$ cat src/rtl/match_timer.sv
// match_timer: parametrised up-counter/timer with programmable period,
// continuous or one-shot operation and NUM_CMP compare channels, each of
// which emits a registered one-cycle match pulse.
// Optional feature: define MATCH_TIMER_PRESCALE_EN to add the presc input
// and an 8-bit prescaler that slows the count step to once every presc+1
// cycles.
module match_timer #(
    parameter int WIDTH   = 8,
    parameter int NUM_CMP = 2
) (
    input  logic                     clk,
    input  logic                     rst,
    input  logic                     start,
    input  logic                     stop,
    input  logic                     mode,
    input  logic [WIDTH-1:0]         period,
    input  logic [NUM_CMP*WIDTH-1:0] cmp_val,
`ifdef MATCH_TIMER_PRESCALE_EN
    input  logic [7:0]               presc,
`endif
    output logic [WIDTH-1:0]         count,
    output logic [NUM_CMP-1:0]       match,
    output logic                     wrap,
    output logic                     done,
    output logic                     busy
);

    typedef enum logic [1:0] {
        IDLE = 2'd0,
        RUN  = 2'd1,
        DONE = 2'd2
    } state_t;

    state_t               state, state_n;
    logic [WIDTH-1:0]     count_n;
    logic [NUM_CMP-1:0]   match_n;
    logic                 wrap_n;
    logic                 done_n;
    logic                 tick;

`ifdef MATCH_TIMER_PRESCALE_EN
    logic [7:0] presc_cnt;

    assign tick = (state == RUN) && (presc_cnt == presc);

    // Prescaler counts RUN cycles and restarts whenever the timer is (re)started or halted
    always_ff @(posedge clk) begin
        if (rst || start || stop) begin
            presc_cnt <= 8'd0;
        end else if (state == RUN) begin
            presc_cnt <= tick ? 8'd0 : presc_cnt + 8'd1;
        end
    end
`else
    assign tick = 1'b1;
`endif

    assign busy = (state == RUN);

    // Next-state logic: stop beats start, start beats the normal count step
    always_comb begin
        state_n = state;
        count_n = count;
        match_n = '0;
        wrap_n  = 1'b0;
        done_n  = 1'b0;
        if (stop) begin
            state_n = IDLE;
        end else if (start) begin
            state_n = RUN;
            count_n = '0;
        end else if (state == RUN && tick) begin
            for (int i = 0; i < NUM_CMP; i++) begin
                match_n[i] = (count == cmp_val[i*WIDTH +: WIDTH]) &&
                             (cmp_val[i*WIDTH +: WIDTH] <= period);
            end
            if (count >= period) begin
                count_n = '0;
                if (mode) begin
                    done_n  = 1'b1;
                    state_n = DONE;
                end else begin
                    wrap_n = 1'b1;
                end
            end else begin
                count_n = count + WIDTH'(1);
            end
        end
    end

    // State and output registers, cleared by synchronous reset
    always_ff @(posedge clk) begin
        if (rst) begin
            state <= IDLE;
            count <= '0;
            match <= '0;
            wrap  <= 1'b0;
            done  <= 1'b0;
        end else begin
            state <= state_n;
            count <= count_n;
            match <= match_n;
            wrap  <= wrap_n;
            done  <= done_n;
        end
    end

endmodule

$ cat config.mk
export PLATFORM = sky130hd
export DESIGN_NAME = match_timer
export DESIGN_NICKNAME = d
export VERILOG_FILES = /design/src/rtl/match_timer.sv
export SDC_FILE = /design/constraint.sdc
export NUM_CORES = 1
export LEC_CHECK = 0
export CAP_MARGIN = 30
export CELL_PAD_IN_SITES_DETAIL_PLACEMENT = 1
export CELL_PAD_IN_SITES_GLOBAL_PLACEMENT = 1
export CORE_ASPECT_RATIO = 0.75
export CORE_MARGIN = 10
export CORE_UTILIZATION = 30
export CTS_BUF_LIST = sky130_fd_sc_hd__clkbuf_2
export DETAILED_ROUTE_END_ITERATION = 8
export PLACE_DENSITY_LB_ADDON = 0.3
export RECOVER_POWER = 50
export SLEW_MARGIN = 0
export SYNTH_ARGS = -nofsm -noshare
export SYNTH_HDL_FRONTEND = slang
export SYNTH_SLANG_ARGS = --single-unit
$ cat constraint.sdc
create_clock -name clk -period 1.85 [get_ports clk]
set_input_delay 0.4625 -clock clk [delete_from_list [all_inputs] [get_ports clk]]
set_output_delay 0.4625 -clock clk [all_outputs]
set_load 0.005 [all_outputs]
# == Word-level counts from Yosys, hierarchy flattened ==
# Index checks and enable logic that the tools add are counted.
# classes
muxes,9
reduce_logical,12
n_addsub,1
magnitude_cmp,3
eq_ne,3
bitwise,3
# op_table
operator,n
$mux 8,3
$eq 8x8->1,2
$le 8x8->1,2
$add 8x1->8 const B,1
$ge 8x8->1,1
$mux 1,6
$reduce_and 3->1,2
$reduce_bool 2->1,3
$reduce_or 5->1,1
$reduce_or 4->1,1
$not 1->1,3
$reduce_or 3->1,1
$eq 2x1->1 const B,1
$logic_and 1x1->1,2
$reduce_and 2->1,1
$reduce_or 2->1,1
# word_totals
regBits,14
out_inout_bits,13
elab_cells,37
input_bits,29

# == Depth between registers and ports, before layout ==
# Gate-level depths: netlist of run 1.
# logic_depth
depth_word,4
depth_mapped,8
ltp_nobuf,7

# == Least setup slack after synthesis of run 1 ==
# Ideal clock, no wire load.
# synth_path
path_type,in2reg
startpoint,in period[7]
endpoint,reg count[3]
setup_ns,0.074
path_stages,8
required_ns,1.776
arrival_ns,1.734
path_buffers,1
setup_slack_ns,0.042
path_cell_list,inv_1 > ha_1 > a41oi_2 > o21ai_1 > nor2_1 > clkbuf_8 > nand4_1 > a31oi_1
# synth_between
elab_chain_len,4
# synth_rtl
element,line_no,rtl
from (decl),16,"input logic [WIDTH-1:0] period,"
$ge 8x8->1,77,if (count >= period) begin
$mux 8,77,
$mux 8,72,end else if (state == RUN && tick) begin
$mux 8,69,end else if (start) begin
to (signal assigned),101,count <= count_n;
to (decl),21,"output logic [WIDTH-1:0] count,"
# Every way passes these cells. The select of a mux whose other input is x is not followed.
# A chain may end at the register's enable or synchronous reset.

# == Final worst setup path of run 1 ==
# layout_path
startpoint,reg count[1]
endpoint,out count[1]
# No word-level cell between the ends.

==> results of run 1 <==
==> flip-flops by register name, indices dropped and copies added (netlist names) <==
register	count
done	1
wrap	1
match	2
count	8
state	2
==> kinds of logic after synthesis <==
kind of cell    count (synthesis)  share of synthesized area
xor+xnor                       16                    0.09427
compound gates                 34                     0.1557
buf+inv                        23                     0.1069
flops                          14                     0.1886
fa+ha+maj                      25                     0.2104
simple gates                   66                     0.2441
==> stage by stage <==
step,instances,power [W],worst slack [ns]
finish,331,0.0008127,0.04570
global route,331,0.0008485,-0.01961
CTS,331,0.0007962,-0.002029
detailed placement,318,0.0006112,-0.5548
global placement,318,0.0005985,-0.4622
floorplan,178,0.0004360,0.04173
==> timing repair <==
action / CTS / global route
hold endpoints to repair: 0 / 0
gates resized for setup: 42 / 13
endpoints found under the setup margin: 18 / 15
gates cloned: 2 / 0
pin swaps: 12 / 7
setup buffers: 8 / 0
==> cells in the final DEF, fill, tap and decap left out, types with 8 or more instances in the layout <==
cell type	netlist	layout
nor3_1	8	8
nand4_1	16	16
xnor2_1	16	16
dlygate4sd2_1	0	8
dfxtp_1	14	8
buf_4	1	52
ha_1	25	17
nand2_1	12	12
clkdlybuf4s50_1	0	28
==> routing by layer <==
metal | vias to the layer above | share of wire
met5 | - | 0
met1 | 866 | 0.44
met2 | 45 | 0.50
met4 | 0 | 0.023
li1 | 837 | -
met3 | 14 | 0.038
==> power breakdown <==
group | total (W) | internal, W | switching (W)
logic | 0.000335 | 0.000183 | 0.000153
registers | 0.000303 | 0.000302 | 0.00000187
clock network | 0.000174 | 0.0000470 | 0.000127
total | 0.000813 | 0.000531 | 0.000281
==> cell type report <==
cell class | instances | area (µm²) | area share
multi-input combinational | 142 | 1212 | 0.4838
timing repair buffer | 97 | 854.6 | 0.3410
sequential | 14 | 292.8 | 0.1168
tap | 60 | 75.07 | 0.02996
inverter | 14 | 52.55 | 0.02097
clock buffer | 3 | 15.01 | 0.005991
clock inverter | 1 | 3.754 | 0.001498
==> critical path, cell delays in order, from the launching register on <==
cell             delay [ns]
dfxtp_4                0.40
buf_6                  0.13
clkdlybuf4s50_1        0.51
==> path summary, 6_finish.rpt <==
kind	startpoint	to	slack, ns
setup / recovery	count[1]	count[1]	0.05
hold / removal	count[0]	count[0]	0.56
setup reg to reg	count[6]	state[1]	0.07
hold reg to reg	count[0]	count[0]	0.56
==> flow_metrics.tcl, run 1 <==
set metrics [dict create \
    outcome "complete, no violations" \
    layout_worst_path_cycle_share 0.9753 \
    wl_mm 6.859 \
    synth.yosys.seq_area_share 0.1886 \
    data_arrival_critical_path_ns 1.34 \
    finalCriticalPeriod_ns 1.804 \
    grt_util_met3 0.03053 \
    netlist.top_cell.by_area "ha_1" \
    type_of_the_setup_path_with_the_least_slack "flop to output pin" \
    rsz0062_at_grt "true" \
    synth_cells 178 \
    power_leakage_nw 1.083 \
    post_cts_hold_buffer_count 0 \
    core_region_area_um2 4845 \
    maxCapViolCount 0 \
    maxSlewHeadroom 0.7810 \
    drtAntennaViolNets 0 \
    placement.io_buffers 41 \
    worst_setup_path_start_kind "flop" \
    holdCritPathClass "flop to flop" \
    global_route.usage.total 0.1625 \
    mappedNetlistArea_um2 1486 \
    use_met2 0.2905 \
    tritoncts_sink_count 14 \
    report.final.hold_viol_count 0 \
    synth_top_area_cells "ha_1, dfxtp_1, xnor2_1" \
    clock_tree_root_buffer_cell "clkbuf_2" \
    via_count_of_the_first_global_routing_pass 1928 \
    worst_clock_skew_ns 0.01491 \
    placed_cell_area_um2 2238 \
    hold_depth 3 \
    yosysTopAreaCellShare 0.2104 \
    synth_commonest_cells "ha_1, nand4_1, xnor2_1, dfxtp_1, inv_1" \
    die_width_um 101.3 \
    post_synth_num_cell_types 35 \
    end_kind "output pin" \
    numCtsBuffers 3 \
    ir_drop_uv 167.8 \
    cts_max_path_buffers 2 \
    placer_congestion 0.7687 \
    antenna_cells 0 \
    floorplan.die.height_um 80.96 \
    num_io_pins 42 \
    timing.final.max_slew_violations 0 \
    layout.core_utilization 0.5173 \
    drtIter0Drc 72 \
    maximum_number_of_pins_on_one_net_before_global_route_repair 10 \
    tritoncts "built" \
    layout_fillers 567 \
    ctsHtreeMaxLevel 1 \
    die_area_um2 8200 \
    initial_core_util 0.3068 \
    gr-usage-met1 0.1952 \
    ys_dominant_reg_cell "dfxtp_1" \
    net_count_after_synthesis 232 \
    ff2ff_path_depth 8 \
    num_vias 1762 \
    avgRoutedWirePerCell_um 20.72 \
    post_route_cells_drive_above_1_share 0.3616 \
    final_area_um2 2506 \
    post-synth-top-count-cell "ha_1" \
    synth-warning-count 0 \
    crit_required_ns 1.39 \
    wire_length_of_the_first_global_routing_pass_mm 10.54 \
    insertion_delay_ns 0.31 \
    syn2layout_area_growth_pct 68.60 \
    drtPass1Iterations 4 \
    dp_hpwl_mm 4.538 \
    placement_rows 22 \
    setup-tns-final_ns 0 \
    timing_worst_slew_pin_value_ns 0.3260 \
    grt_most_used_layer "met2" \
    finalSetupViolations 0 \
    postSynth.asyncResetShare 0 \
    overflow 0 \
    clk_pin_slew_worst_paths_ns 0.16 \
    avgSynthCellArea_um2 8.351 \
    avgViaCountPerCell 5.323 \
    powerDensity_nw_per_um2 324.3 \
    crit_path_max_fo 6 \
    maxClockFrequency_mhz 554.2 \
    drt_drc_violations_left 0 \
    holdWs_ns 0.5585 \
    synth.ff_latch_count 14 \
    number_of_antenna_violations_at_the_first_check_in_global_routing 0 \
    synth-edff-count 0 \
    final_net_count 326 \
]
Power figures use the tool's default switching activity.
==> run 2: changes to the inputs <==
- CTS_CLUSTER_DIAMETER: not set -> 200
- SKIP_LAST_GASP: not set -> 1
- clock period: 1.85 -> 2.2 ns (I/O delays scaled with it)
==> flow_metrics.tcl, run 2 (synthesis results as in run 1) <==
set metrics [dict create \
    post_cts_hold_buffer_count 0 \
    cts_max_path_buffers 2 \
    ir_drop_uv 123.8 \
    crit_path_max_fo 15 \
    die_width_um 101.3 \
    maxClockFrequency_mhz 477.4 \
    dp_worst_setup_slack_ns -0.2310 \
    tritoncts "built" \
    cts_repair_resize_count 0 \
    powerDensity_nw_per_um2 296.9 \
    final_common_cell "clkdlybuf4s50_1" \
    num_io_pins 42 \
    holdCritPathClass "flop to flop" \
    timing_worst_slew_pin_value_ns 0.4715 \
    drtAntennaViolNets 0 \
    num_vias 1509 \
    via_count_of_the_first_global_routing_pass 1638 \
    syn2layout_area_growth_pct 37.96 \
    drtPass1Iterations 4 \
    postCtsSetupBuffers 0 \
    maximum_number_of_pins_on_one_net_before_global_route_repair 16 \
    report.final.hold_viol_count 0 \
    data_arrival_critical_path_ns 2.35 \
    placement_rows 22 \
    dp_hpwl_mm 4.010 \
    worst_clock_skew_ns 0.001160 \
    drtIter0Drc 37 \
    layout.core_utilization 0.4233 \
    rsz0062_at_grt "false" \
    global_route.usage.total 0.1193 \
    finalCriticalPeriod_ns 2.095 \
    floorplan.die.height_um 80.96 \
    tritoncts_sink_count 14 \
    timing.final.ws_setup_ns 0.1051 \
    outcome "complete, no violations" \
    largest_register "count" \
    antenna_cells 0 \
    hold_depth 1 \
    core_region_area_um2 4845 \
    avgRoutedWirePerCell_um 15.92 \
    power_leakage_nw 0.8438 \
    die_area_um2 8200 \
    crit_required_ns 2.46 \
    layout_common_cells "clkdlybuf4s50_1, ha_1, buf_4" \
    finalSetupViolations 0 \
    wl_mm 4.711 \
    r2r_start "count[6]" \
    holdWs_ns 0.5203 \
    end_kind "flop" \
    placement.io_buffers 41 \
    number_of_antenna_violations_at_the_first_check_in_global_routing 0 \
    ff2ff_path_depth 7 \
    final_net_count 291 \
    drt_drc_violations_left 0 \
    overflow 0 \
    timing.hold.worst.start "state[1]" \
    worst_setup_path_start_kind "input port" \
    ctsHtreeMaxLevel 1 \
    clk_pin_slew_worst_paths_ns 0.17 \
    clock_tree_root_buffer_cell "clkbuf_2" \
    type_of_the_setup_path_with_the_least_slack "input port to flop" \
    layout_worst_path_cycle_share 0.9522 \
    insertion_delay_ns 0.29 \
    largest_register_ffs 8 \
    p_total_w 0.0006089 \
    reg_top3 "count (8), match (2), state (2)" \
    wire_length_of_the_first_global_routing_pass_mm 7.928 \
    initial_core_util 0.3068 \
    maxCapViolCount 0 \
    avgViaCountPerCell 5.098 \
    numCtsBuffers 3 \
    placer_congestion 0.7844 \
    post_route_cells_drive_above_1_share 0.1356 \
    timing.final.max_slew_violations 0 \
    layout_fillers 593 \
    setup.worst_path.start "period[2]" \
    maxSlewHeadroom 0.6855 \
]
[run 2: layout make-up]
cell class                      count  area [µm²]  share of cell area
Multi-Input combinational cell    141        1047              0.5107
Sequential cell                    14       280.3              0.1367
Timing Repair Buffer               63       576.8              0.2813
Inverter                           14       52.55             0.02563
Tap cell                           60       75.07             0.03661
Clock buffer                        3       15.01            0.007322
Clock inverter                      1       3.754            0.001830
[run 2: path summary, 6_finish.rpt]
check | endpoint | slack [ns]
worst min register to register | state[1] | 0.52
worst max-delay path | state[1] | 0.11
worst min-delay path | state[1] | 0.52
worst max register to register | count[4] | 0.40
[run 2: per-layer routing]
| layer | vias up | part of all wire | GRT usage | wire, µm |
|---|---|---|---|---|
| li1 | 764 | - | - | - |
| met1 | 721 | 0.49 | 0.1510 | 2319 |
| met5 | - | 0 | 0 | 0 |
| met2 | 22 | 0.46 | 0.2019 | 2177 |
| met3 | 2 | 0.042 | 0.03223 | 197 |
| met4 | 0 | 0.0034 | 0.01806 | 16 |
[run 2: per-stage QoR]
stage | instance area [µm²] | std cells | setup TNS (ns)
global route | 2051 | 296 | 0
detailed placement | 2043 | 292 | -2.444
finish | 2051 | 296 | 0
CTS | 2062 | 296 | 0
floorplan | 1486 | 178 | 0
global placement | 2043 | 292 | -1.886
[run 2: power breakdown]
part | switching (W) | total (W) | leakage (nW) | internal (W)
clock | 0.000100 | 0.000140 | 0.0140 | 0.0000395
sequential | 0.00000118 | 0.000257 | 0.113 | 0.000256
combinational | 0.0000962 | 0.000212 | 0.717 | 0.000116
[run 2: critical path, stage by stage]
cell and delay, ns:
clkdlybuf4s50_1 0.45, inv_1 0.05, ha_1 0.29, and3_1 0.16, o21ai_0 0.07, a31o_2 0.26, buf_12 0.15, a311oi_1 0.23
o21a_1 0.14
==> run 3: changes to the inputs <==
- CORE_UTILIZATION: 30 -> 38
- CTS_BUF_LIST: sky130_fd_sc_hd__clkbuf_2 -> sky130_fd_sc_hd__clkbuf_16
==> flow_metrics.tcl, run 3 (synthesis results as in run 1) <==
set metrics [dict create \
    cts_max_path_buffers 2 \
    final_net_count 293 \
    maxClockFrequency_mhz 444.6 \
    overflow 0 \
    outcome "finished with violations" \
    crit_path_max_fo 7 \
    end_kind "flop" \
    number_of_antenna_violations_at_the_first_check_in_global_routing 0 \
    largest_register "count" \
    num_vias 1592 \
    report.final.hold_viol_count 0 \
    placement_rows 19 \
    largest_register_ffs 8 \
    die_area_um2 6840 \
    timing.final.ws_setup_ns -0.04909 \
    core_region_area_um2 3709 \
    placer_congestion 0.8698 \
    drtIter0Drc 59 \
    worst_clock_skew_ns 0.006729 \
    final_common_cell "clkdlybuf4s50_1" \
    global_route.usage.total 0.1507 \
    layout_worst_path_cycle_share 1.022 \
    timing_worst_slew_pin_value_ns 0.5559 \
    maxCapViolCount 0 \
    syn2layout_area_growth_pct 51.26 \
    floorplan.die.height_um 74.17 \
    wire_length_of_the_first_global_routing_pass_mm 8.355 \
    max_stage_delay_ns 0.44 \
    p_total_w 0.0008488 \
    insertion_delay_ns 0.25 \
    crit_required_ns 2.35 \
    finalCriticalPeriod_ns 2.249 \
    data_arrival_critical_path_ns 2.40 \
    layout_common_cells "clkdlybuf4s50_1, ha_1, buf_4" \
    avgRoutedWirePerCell_um 19.72 \
    drtPass1Iterations 4 \
    num_io_pins 42 \
    power_leakage_nw 0.9336 \
    post_cts_hold_buffer_count 0 \
    cp_slowest_cell "clkdlybuf4s50_1" \
    critical_path_cell_list "clkdlybuf4s50_1 -> ha_1 -> and3_1 -> o21ai_0 -> a31o_2 -> buf_4 -> clkbuf_16 -> nand4_1 -> a31oi_1" \
    tritoncts "built" \
    holdCritPathClass "flop to flop" \
    wl_mm 5.718 \
    via_count_of_the_first_global_routing_pass 1672 \
    finalSetupViolations 1 \
    timing.final.max_slew_violations 0 \
    antenna_cells 0 \
    avgViaCountPerCell 5.490 \
    post_route_cells_drive_above_1_share 0.2101 \
    worst_setup_path_start_kind "input port" \
    powerDensity_nw_per_um2 377.5 \
    initial_core_util 0.4008 \
    clock_tree_root_buffer_cell "clkbuf_16" \
    numCtsBuffers 3 \
    dp_worst_setup_slack_ns -0.3484 \
    maximum_number_of_pins_on_one_net_before_global_route_repair 16 \
    tritoncts_sink_count 14 \
    maxSlewHeadroom 0.6292 \
    clk_pin_slew_worst_paths_ns 0.05 \
    drtAntennaViolNets 0 \
    drt_drc_violations_left 0 \
    reg_top3 "count (8), match (2), state (2)" \
    failing_checks "negative setup slack" \
    placement.io_buffers 41 \
    ctsHtreeMaxLevel 1 \
    type_of_the_setup_path_with_the_least_slack "input port to flop" \
    dp_hpwl_mm 4.179 \
    ir_drop_uv 277.5 \
    die_width_um 92.22 \
]
-- run 3: cell count changes in the layout (fill, tap and decap cells not counted), moves of 3 or more --
cell	before	now
inv_1	14	10
clkbuf_2	6	2
inv_2	0	4
ha_1	25	20
clkbuf_16	0	4
ha_4	0	5
clkdlybuf4s50_1	34	29
dlymetal6s2s_1	0	3
-- run 3: path summary, 6_finish.rpt --
check	from	endpoint	cells past startpoint	slack [ns]
worst max register to register	count[0]	count[6]	7	0.16
worst max-delay path	period[0]	count[6]	9	-0.05
worst min register to register	state[1]	state[1]	1	0.51
worst min-delay path	state[1]	state[1]	1	0.51
-- run 3: metrics by stage --
step | instance area (µm²) | hold slack [ns] | util | setup TNS [ns] | std cells
after CTS | 2090 | 0.5019 | 0.5634 | 0 | 285
after global routing | 2248 | 0.5255 | 0.6063 | -0.1600 | 290
after global placement | 1991 | 0.4678 | 0.5368 | -1.972 | 280
after detailed placement | 1991 | 0.4845 | 0.5368 | -3.519 | 280
final | 2248 | 0.5099 | 0.6063 | -0.04909 | 290
after floorplan | 1486 | 0.4561 | - | 0 | 178
-- run 3: what timing repair did --
item,CTS,global route
setup buffers,1,3
pin swaps,1,12
setup endpoints to repair,9,12
cloned,0,2
gates resized for setup,0,24
-- run 3: per-layer routing --
layer  vias to the layer above  share of wire  global-route usage
li1                        762              -                   -
met1                       790           0.47              0.1821
met2                        32           0.48              0.2672
met3                         8          0.039             0.03618
met4                         0         0.0077             0.03413
met5                         -              0                   0
-- run 3: final cells by class --
type / count / area, µm²
clock buffer: 3 / 75.07
clock inverter: 1 / 3.754
fill: 439 / 1460
inverter: 14 / 52.55
multi-input combinational: 141 / 1149
sequential: 14 / 280.3
tap: 52 / 65.06
timing repair buffer: 65 / 623.1
-- run 3: where the power goes --
| group | switching (W) | internal, W |
|---|---|---|
| clock | 0.000121 | 0.000241 |
| sequential | 0.00000167 | 0.000256 |
| combinational | 0.000107 | 0.000121 |
| total | 0.000230 | 0.000619 |
-- run 3: critical path: cells and delay by family --
family / cells / cell delay [ns]
buffers and inverters: 3 / 0.70
adders and majority gates: 1 / 0.30
AOI/OAI and AO/OA: 3 / 0.60
and+or+nand+nor: 2 / 0.24
